**src/rtl/merge21_pkt_arbiter.sv**
```systemverilog
// 2:1 packet-merge arbiter: grants whole packets round-robin, holds the grant until the
// tail flit is accepted, and drives a single registered output stage with source tagging.
module merge21_pkt_arbiter #(
    parameter int W         = 9,
    parameter int MAX_FLITS = 16
) (
    input  logic         CLK,
    input  logic         RESET,
    input  logic [W-1:0] in0_data,
    input  logic         in0_valid,
    output logic         in0_ready,
    input  logic [W-1:0] in1_data,
    input  logic         in1_valid,
    output logic         in1_ready,
    output logic [W-1:0] out_data,
    output logic         out_valid,
    input  logic         out_ready,
    output logic         out_sel,
    output logic         err_len
);

    typedef enum logic [1:0] {IDLE, LOCK0, LOCK1} state_t;

    localparam logic [7:0] MAX_CNT = 8'(MAX_FLITS);

    state_t       state, state_nx;
    logic         rr_ptr, rr_nx;
    logic [7:0]   flit_cnt, cnt_nx, cnt_inc;
    logic         err_q, err_nx;

    logic [W-1:0] data_p1;
    logic         sel_p1;
    logic         vld_p1;

    logic         load_ok;
    logic         grant;
    logic         acc0, acc1, acc;
    logic         acc_sel;
    logic [W-1:0] acc_data;
    logic         acc_tail;

    function automatic logic [7:0] sat_inc(input logic [7:0] v);
        return (v == 8'hFF) ? v : v + 8'd1;
    endfunction

    assign load_ok = !vld_p1 || out_ready;
    assign cnt_inc = sat_inc(flit_cnt);

    always_comb begin
        in0_ready = 1'b0;
        in1_ready = 1'b0;
        grant     = rr_ptr;
        state_nx  = state;
        rr_nx     = rr_ptr;
        cnt_nx    = flit_cnt;
        err_nx    = err_q;

        // Readies: in IDLE only the granted requester may see ready; a lock pins it.
        case (state)
            IDLE: begin
                grant     = (in0_valid && in1_valid) ? rr_ptr : in1_valid;
                in0_ready = load_ok && in0_valid && !grant;
                in1_ready = load_ok && in1_valid && grant;
            end
            LOCK0:   in0_ready = load_ok;
            LOCK1:   in1_ready = load_ok;
            default: ;
        endcase

        acc0     = in0_valid && in0_ready;
        acc1     = in1_valid && in1_ready;
        acc      = acc0 || acc1;
        acc_sel  = acc1;
        acc_data = acc1 ? in1_data : in0_data;
        acc_tail = acc_data[W-1];

        case (state)
            IDLE: begin
                if (acc) begin
                    rr_nx  = ~acc_sel;
                    cnt_nx = 8'd1;
                    if (!acc_tail)
                        state_nx = acc_sel ? LOCK1 : LOCK0;
                end
            end
            LOCK0, LOCK1: begin
                if (acc) begin
                    cnt_nx = cnt_inc;
                    if (cnt_inc > MAX_CNT)
                        err_nx = 1'b1;
                    if (acc_tail) begin
                        state_nx = IDLE;
                        cnt_nx   = 8'd0;
                    end
                end
            end
            default: state_nx = IDLE;
        endcase
    end

    always_ff @(posedge CLK) begin
        if (RESET) begin
            state    <= IDLE;
            rr_ptr   <= 1'b0;
            flit_cnt <= 8'd0;
            err_q    <= 1'b0;
        end else begin
            state    <= state_nx;
            rr_ptr   <= rr_nx;
            flit_cnt <= cnt_nx;
            err_q    <= err_nx;
        end
    end

    // Stage p1: single-entry output buffer, refilled in the same cycle it drains.
    always_ff @(posedge CLK) begin
        if (RESET) begin
            vld_p1  <= 1'b0;
            data_p1 <= '0;
            sel_p1  <= 1'b0;
        end else if (acc) begin
            vld_p1  <= 1'b1;
            data_p1 <= acc_data;
            sel_p1  <= acc_sel;
        end else if (out_ready) begin
            vld_p1  <= 1'b0;
        end
    end

    assign out_data  = data_p1;
    assign out_valid = vld_p1;
    assign out_sel   = sel_p1;
    assign err_len   = err_q;

endmodule

```
**config.mk**
```make
export PLATFORM = sky130hd
export DESIGN_NAME = merge21_pkt_arbiter
export DESIGN_NICKNAME = d
export VERILOG_FILES = /design/src/rtl/merge21_pkt_arbiter.sv
export SDC_FILE = /design/constraint.sdc
export NUM_CORES = 1
export LEC_CHECK = 0
export CELL_PAD_IN_SITES_DETAIL_PLACEMENT = 0
export CELL_PAD_IN_SITES_GLOBAL_PLACEMENT = 1
export CORE_MARGIN = 2
export CORE_UTILIZATION = 37
export DETAILED_ROUTE_END_ITERATION = 6
export PLACE_DENSITY = 0.87
export SYNTH_ARGS = -nofsm -noshare
export SYNTH_HDL_FRONTEND = slang
export SYNTH_SLANG_ARGS = --single-unit
```
**constraint.sdc**
```tcl
create_clock -name CLK -period 4.59 [get_ports CLK]
set_clock_uncertainty 0.15 [all_clocks]
set_input_delay 1.1475 -clock CLK [delete_from_list [all_inputs] [get_ports CLK]]
set_output_delay 1.1475 -clock CLK [all_outputs]
set_load 0.1 [all_outputs]
```
# Yosys cells after proc, flatten, opt, wreduce, memory -nomap -nowiden
# Cells that the tools add are included.
# totals
regBits	23
out_inout_bits	14
elab_cells	53
# classes
addsub	1
n_reduce_logical	19
bitwise_logic	1
magnitude_cmp	1
n_mux	17
eq_ne	7
# ops
op	count
8-bit two-way mux	4
8-bit one-hot mux with 2 select lines	1
2-bit two-way mux	5
9-bit two-way mux	1
8-bit by 1-bit adder with 8-bit output, second input constant	1
8-bit == test, second input constant	1
8-bit by 5-bit > comparator with 1-bit output, second input constant	1
2-bit != test, second input constant	4
1-bit logical AND	7
3-bit AND reduction	2
1-bit one-hot mux with 2 select lines	2
2-bit one-hot mux with 2 select lines	1
4-bit AND reduction	1
2-bit nonzero test	2
1-bit two-way mux	3
2-bit by 1-bit == test with 1-bit output, second input constant	1
2-bit == test, second input constant	1
1-bit logical NOT	2
2-bit logical NOT	1
1-bit logical OR	2
2-bit AND reduction	1
2-bit OR reduction	1
1-bit inverter	1

# Depth between registers and ports, before layout
# logic_depth
word_depth	10
depth_mapped	9
mapped_depth_nobuf	7

# Worst setup path before layout
# Ideal clock, no wire load.
# synth_path
kind	in2out
startpoint	in in1_valid
endpoint	out in0_ready
path_stages	3
t_required_ps	3293
arrival_ps	2694
n_path_buf	0
path_slack_ps	599
path_cell_list	a21boi_0 -> a21oi_1 -> nor2_1
# synth_via
elab_chain_cells	5
# synth_rtl
item	line_no	text
start, declared	13	input logic in1_valid,
1-bit logical AND	61	grant = (in0_valid && in1_valid) ? rr_ptr : in1_valid;
1-bit two-way mux *	61	
1-bit logical NOT *	62	in0_ready = load_ok && in0_valid && !grant;
1-bit logical AND *	62	
1-bit one-hot mux with 2 select lines *	59	case (state)
end, declared	11	output logic in0_ready,
# Mark *: on every way between the ends. The rest lies on a longest branch, timed or not.

# Final worst setup path
# Ends and elaborated chain as after synthesis.

==> impl_metrics.ini <==
[run_status]
run_status = completed

[pwr]
p_per_area_nw_per_um2 = 388
clock_power_share = 0.137
max-vdd-ir-drop_mv = 0.115
power.total_mw = 0.678
share_of_power_burned_in_combinational_logic = 0.515
cellLeakagePower_nw = 0.617
intPower_mw = 0.361
switching_power_mw = 0.317
sequentialPowerShare = 0.349
switching_share = 0.467

[logic_synthesis]
synthesis.area_per_instance_um2 = 8.45
syn-instance-count = 160
post_synth_and_or_nand_nor_area_fraction = 0.212
ys.warnings.count = 0
mappedNetlistNets = 187
post_synth_mux_area_share = 0.0814
ys_ff_latch = 23
async_reset_ff_frac = 0
ys_dominant_reg_cell = sky130_fd_sc_hd__dfxtp_1
synth_top_family_by_area = compound AO/OA/AOI/OAI gates
synth-adder-area-share = 0.0370
synth.cell_area_um2 = 1350
portion_of_the_post_synthesis_area_used_by_sequential_elements = 0.340
yosys.cell_types.count = 43
synth_compound_area_frac = 0.264
synth-edff-count = 0
post_synthesis_share_of_cell_area_spent_on_xor_and_xnor_gates = 0.00648

[detailed_routing]
met2WireLength_mm = 1.60
routed.top_layer = met4
met3RoutedLength_um = 153
remaining_drc_errors = 0
routed_via_density = 5.32
first_pass_iters = 4
finalWirelength_mm = 3.26
m1WireLength_mm = 1.48
wire_per_inst_um = 13.7
postRouteAntennaNets = 0
initialDrtViolationCount = 66
vias = 1266

[global_route]
vias_in_the_first_global_route = 1184
number_of_antenna_violations_at_the_first_check_in_global_routing = 0
overflow = 0
maximum_number_of_pins_on_one_net_before_global_route_repair = 22
grt_first_pass_wirelength_mm = 5.40
grt_use_total = 0.163

[cts]
worstSkewPairLatency_ns = 0.31
clock_sink_count = 23
tritoncts = done
cts_resized = 0
cts.htree.levels = 1
total_clock_buffers_created_by_cts = 3
clockRootBuffer = sky130_fd_sc_hd__clkbuf_4
max-clock-path-buffers = 2
ctsHoldBuffers = 0
cts.repair_timing.setup_buffer_count = 0
clk_pin_slew_ns = 0.13

[setup_path]
rr_endpoint = flit_cnt[6]
cp-start-kind = input port
regToRegStartpoint = state[0]
worst_r2r_path_depth = 7
critical_path.max_fanout = 3
timing_worst_setup_path_type = in2out
cp-end-kind = primary output
worst-r2r-setup-slack_ns = 2.09
critical_path_required_ns = 3.29
crit_arrival_ns = 2.45

[cells_and_area]
layout_overhead_on_the_synthesized_area_pct = 29.3
n_fill_cell = 339
antennaDiodeCount = 0
final_nets = 220
drive_above_1_share = 0.0885
post-route-util = 0.512
post_route_insts_no_fill = 238

[place]
detailed_place_hpwl_mm = 2.43
gpl.final_weighted_congestion = 0.812
number_of_buffer_cells_added_on_primary_ports = 36
numPlacedInstances = 234

[floorplan]
die-area_um2 = 4160
placeableCoreArea_um2 = 3420
rows = 21
floorplan.io_pins = 37
chipWidth_um = 64.5
die_h_um = 64.5
initial_utilization = 0.396

[timing]
worstMarginPinSlew_ns = 0.987
final-max-slew-violation-count = 0
final.setup.tns_ns = 0
grt_setup_unrepaired = false
slew_headroom = 0.340
fin_crit_ns = 3.74
min_period_over_period = 0.816
setup_violations = 0
fmax_mhz = 267
hold_viol = 0

[worst_hold_path]
holdCritStartpoint = flit_cnt[1]
number_of_instances_on_the_worst_hold_path = 2
worstHoldPathType = reg2reg
worst_hold_path.endpoint = flit_cnt[1]

[flow_run]
maxCapViolCount = 0
worst max path at each step:
stage	startpoint	to	slack, ns	depth (start not counted)
CTS	in1_valid	in0_ready	0.86	5
global placement	in1_valid	in0_ready	0.99	5
floorplan	in1_valid	in0_ready	0.60	3
detailed placement	in1_valid	in0_ready	0.87	5
global route	in1_valid	in0_ready	0.81	5
finish	in1_valid	in0_ready	0.85	5
critical path, stage by stage:
cell and delay (ns):
sky130_fd_sc_hd__clkdlybuf4s50_1 0.45, sky130_fd_sc_hd__a21boi_0 0.31, sky130_fd_sc_hd__a21oi_1 0.12, sky130_fd_sc_hd__nor2_1 0.11, sky130_fd_sc_hd__buf_4 0.30
per-stage QoR:
step	hold slack, ns	area (um2)	setup slack (ns)
after floorplan	0.299	1350	0.599
after global placement	0.316	1720	0.989
after detailed placement	0.334	1720	0.867
after CTS	0.360	1750	0.862
after global routing	0.378	1750	0.813
final	0.357	1750	0.846
routing by layer:
layer	global-route usage	vias to the layer above
met5	0	-
met4	0.0479	0
met3	0.0243	2
met2	0.289	29
met1	0.204	580
li1	-	655
sequential cells by signal, summed over array words and instances, names as in the netlist:
signal / count
rr_ptr: 1
out_data: 9
out_valid: 1
flit_cnt: 8
err_len: 1
out_sel: 1
state: 2
synthesized netlist by cell type (2+ instances only):
| cell | number | area [um2] |
|---|---|---|
| sky130_fd_sc_hd__dfxtp_1 | 23 | 460 |
| sky130_fd_sc_hd__nor2_1 | 22 | 82.6 |
| sky130_fd_sc_hd__a31oi_1 | 12 | 75.1 |
| sky130_fd_sc_hd__mux2i_1 | 11 | 110 |
| sky130_fd_sc_hd__a211oi_1 | 9 | 67.6 |
| sky130_fd_sc_hd__a21oi_1 | 8 | 40.0 |
| sky130_fd_sc_hd__inv_1 | 8 | 30.0 |
| sky130_fd_sc_hd__nand2_1 | 7 | 26.3 |
| sky130_fd_sc_hd__buf_2 | 4 | 20.0 |
| sky130_fd_sc_hd__ha_1 | 4 | 50.1 |
| sky130_fd_sc_hd__nand3_1 | 4 | 20.0 |
| sky130_fd_sc_hd__nand3b_1 | 4 | 30.0 |
| sky130_fd_sc_hd__nor2b_1 | 4 | 25.0 |
| sky130_fd_sc_hd__clkbuf_1 | 3 | 11.3 |
| sky130_fd_sc_hd__nand4_1 | 3 | 18.8 |
| sky130_fd_sc_hd__o21ai_1 | 3 | 15.0 |
| sky130_fd_sc_hd__a311oi_1 | 2 | 17.5 |
| sky130_fd_sc_hd__nand2b_1 | 2 | 12.5 |
| sky130_fd_sc_hd__nor3_1 | 2 | 10.0 |
| sky130_fd_sc_hd__o21ai_2 | 2 | 17.5 |
cell type report:
type | count | area, um2 | share of cell area
Tap cell | 46 | 57.6 | 0.0329
Clock buffer | 4 | 26.3 | 0.0150
Sequential cell | 23 | 460 | 0.263
Timing Repair Buffer | 37 | 363 | 0.207
Multi-Input combinational cell | 120 | 812 | 0.464
Inverter | 8 | 30.0 | 0.0172
power groups by stage:
stage | clock (mW) | sequential (mW) | combinational (mW)
after floorplan | 0 | 0.347 | 0.162
after global placement | 0 | 0.240 | 0.345
after detailed placement | 0 | 0.241 | 0.349
after CTS | 0.0994 | 0.237 | 0.350
after global routing | 0.107 | 0.239 | 0.371
final | 0.0926 | 0.236 | 0.349
logic make-up (layout without fill, tap and decap cells):
family | count (synthesis) | in the layout
muxes | 11 | 11
buffers and inverters | 17 | 49
DFF | 23 | 23
xor gates and xnor gates | 1 | 1
adders and majority gates | 4 | 4
and+or+nand+nor | 55 | 55
AOI/OAI and AO/OA | 49 | 49
cells in the final DEF, fill, tap and decap left out, drive strengths merged:
master          n
clkdlybuf4s50  34
dfxtp          23
nor2           22
a31oi          12
mux2i          11
a211oi         10
a21oi           9
inv             8
nand2           8
o21ai           6
nor2b           4
nand3           4
nand3b          4
ha              4
clkbuf          4
nand4           3
buf             3
nor3            3
nand2b          2
a311oi          2
or2             2
a21boi          1
nor3b           1
o211ai          1
o31a            1
o21a            1
or3             1
o21bai          1
a22oi           1
o32ai           1
a41oi           1
o41ai           1
and3            1
xor2            1
a41o            1
Power figures use the tool's default switching activity.
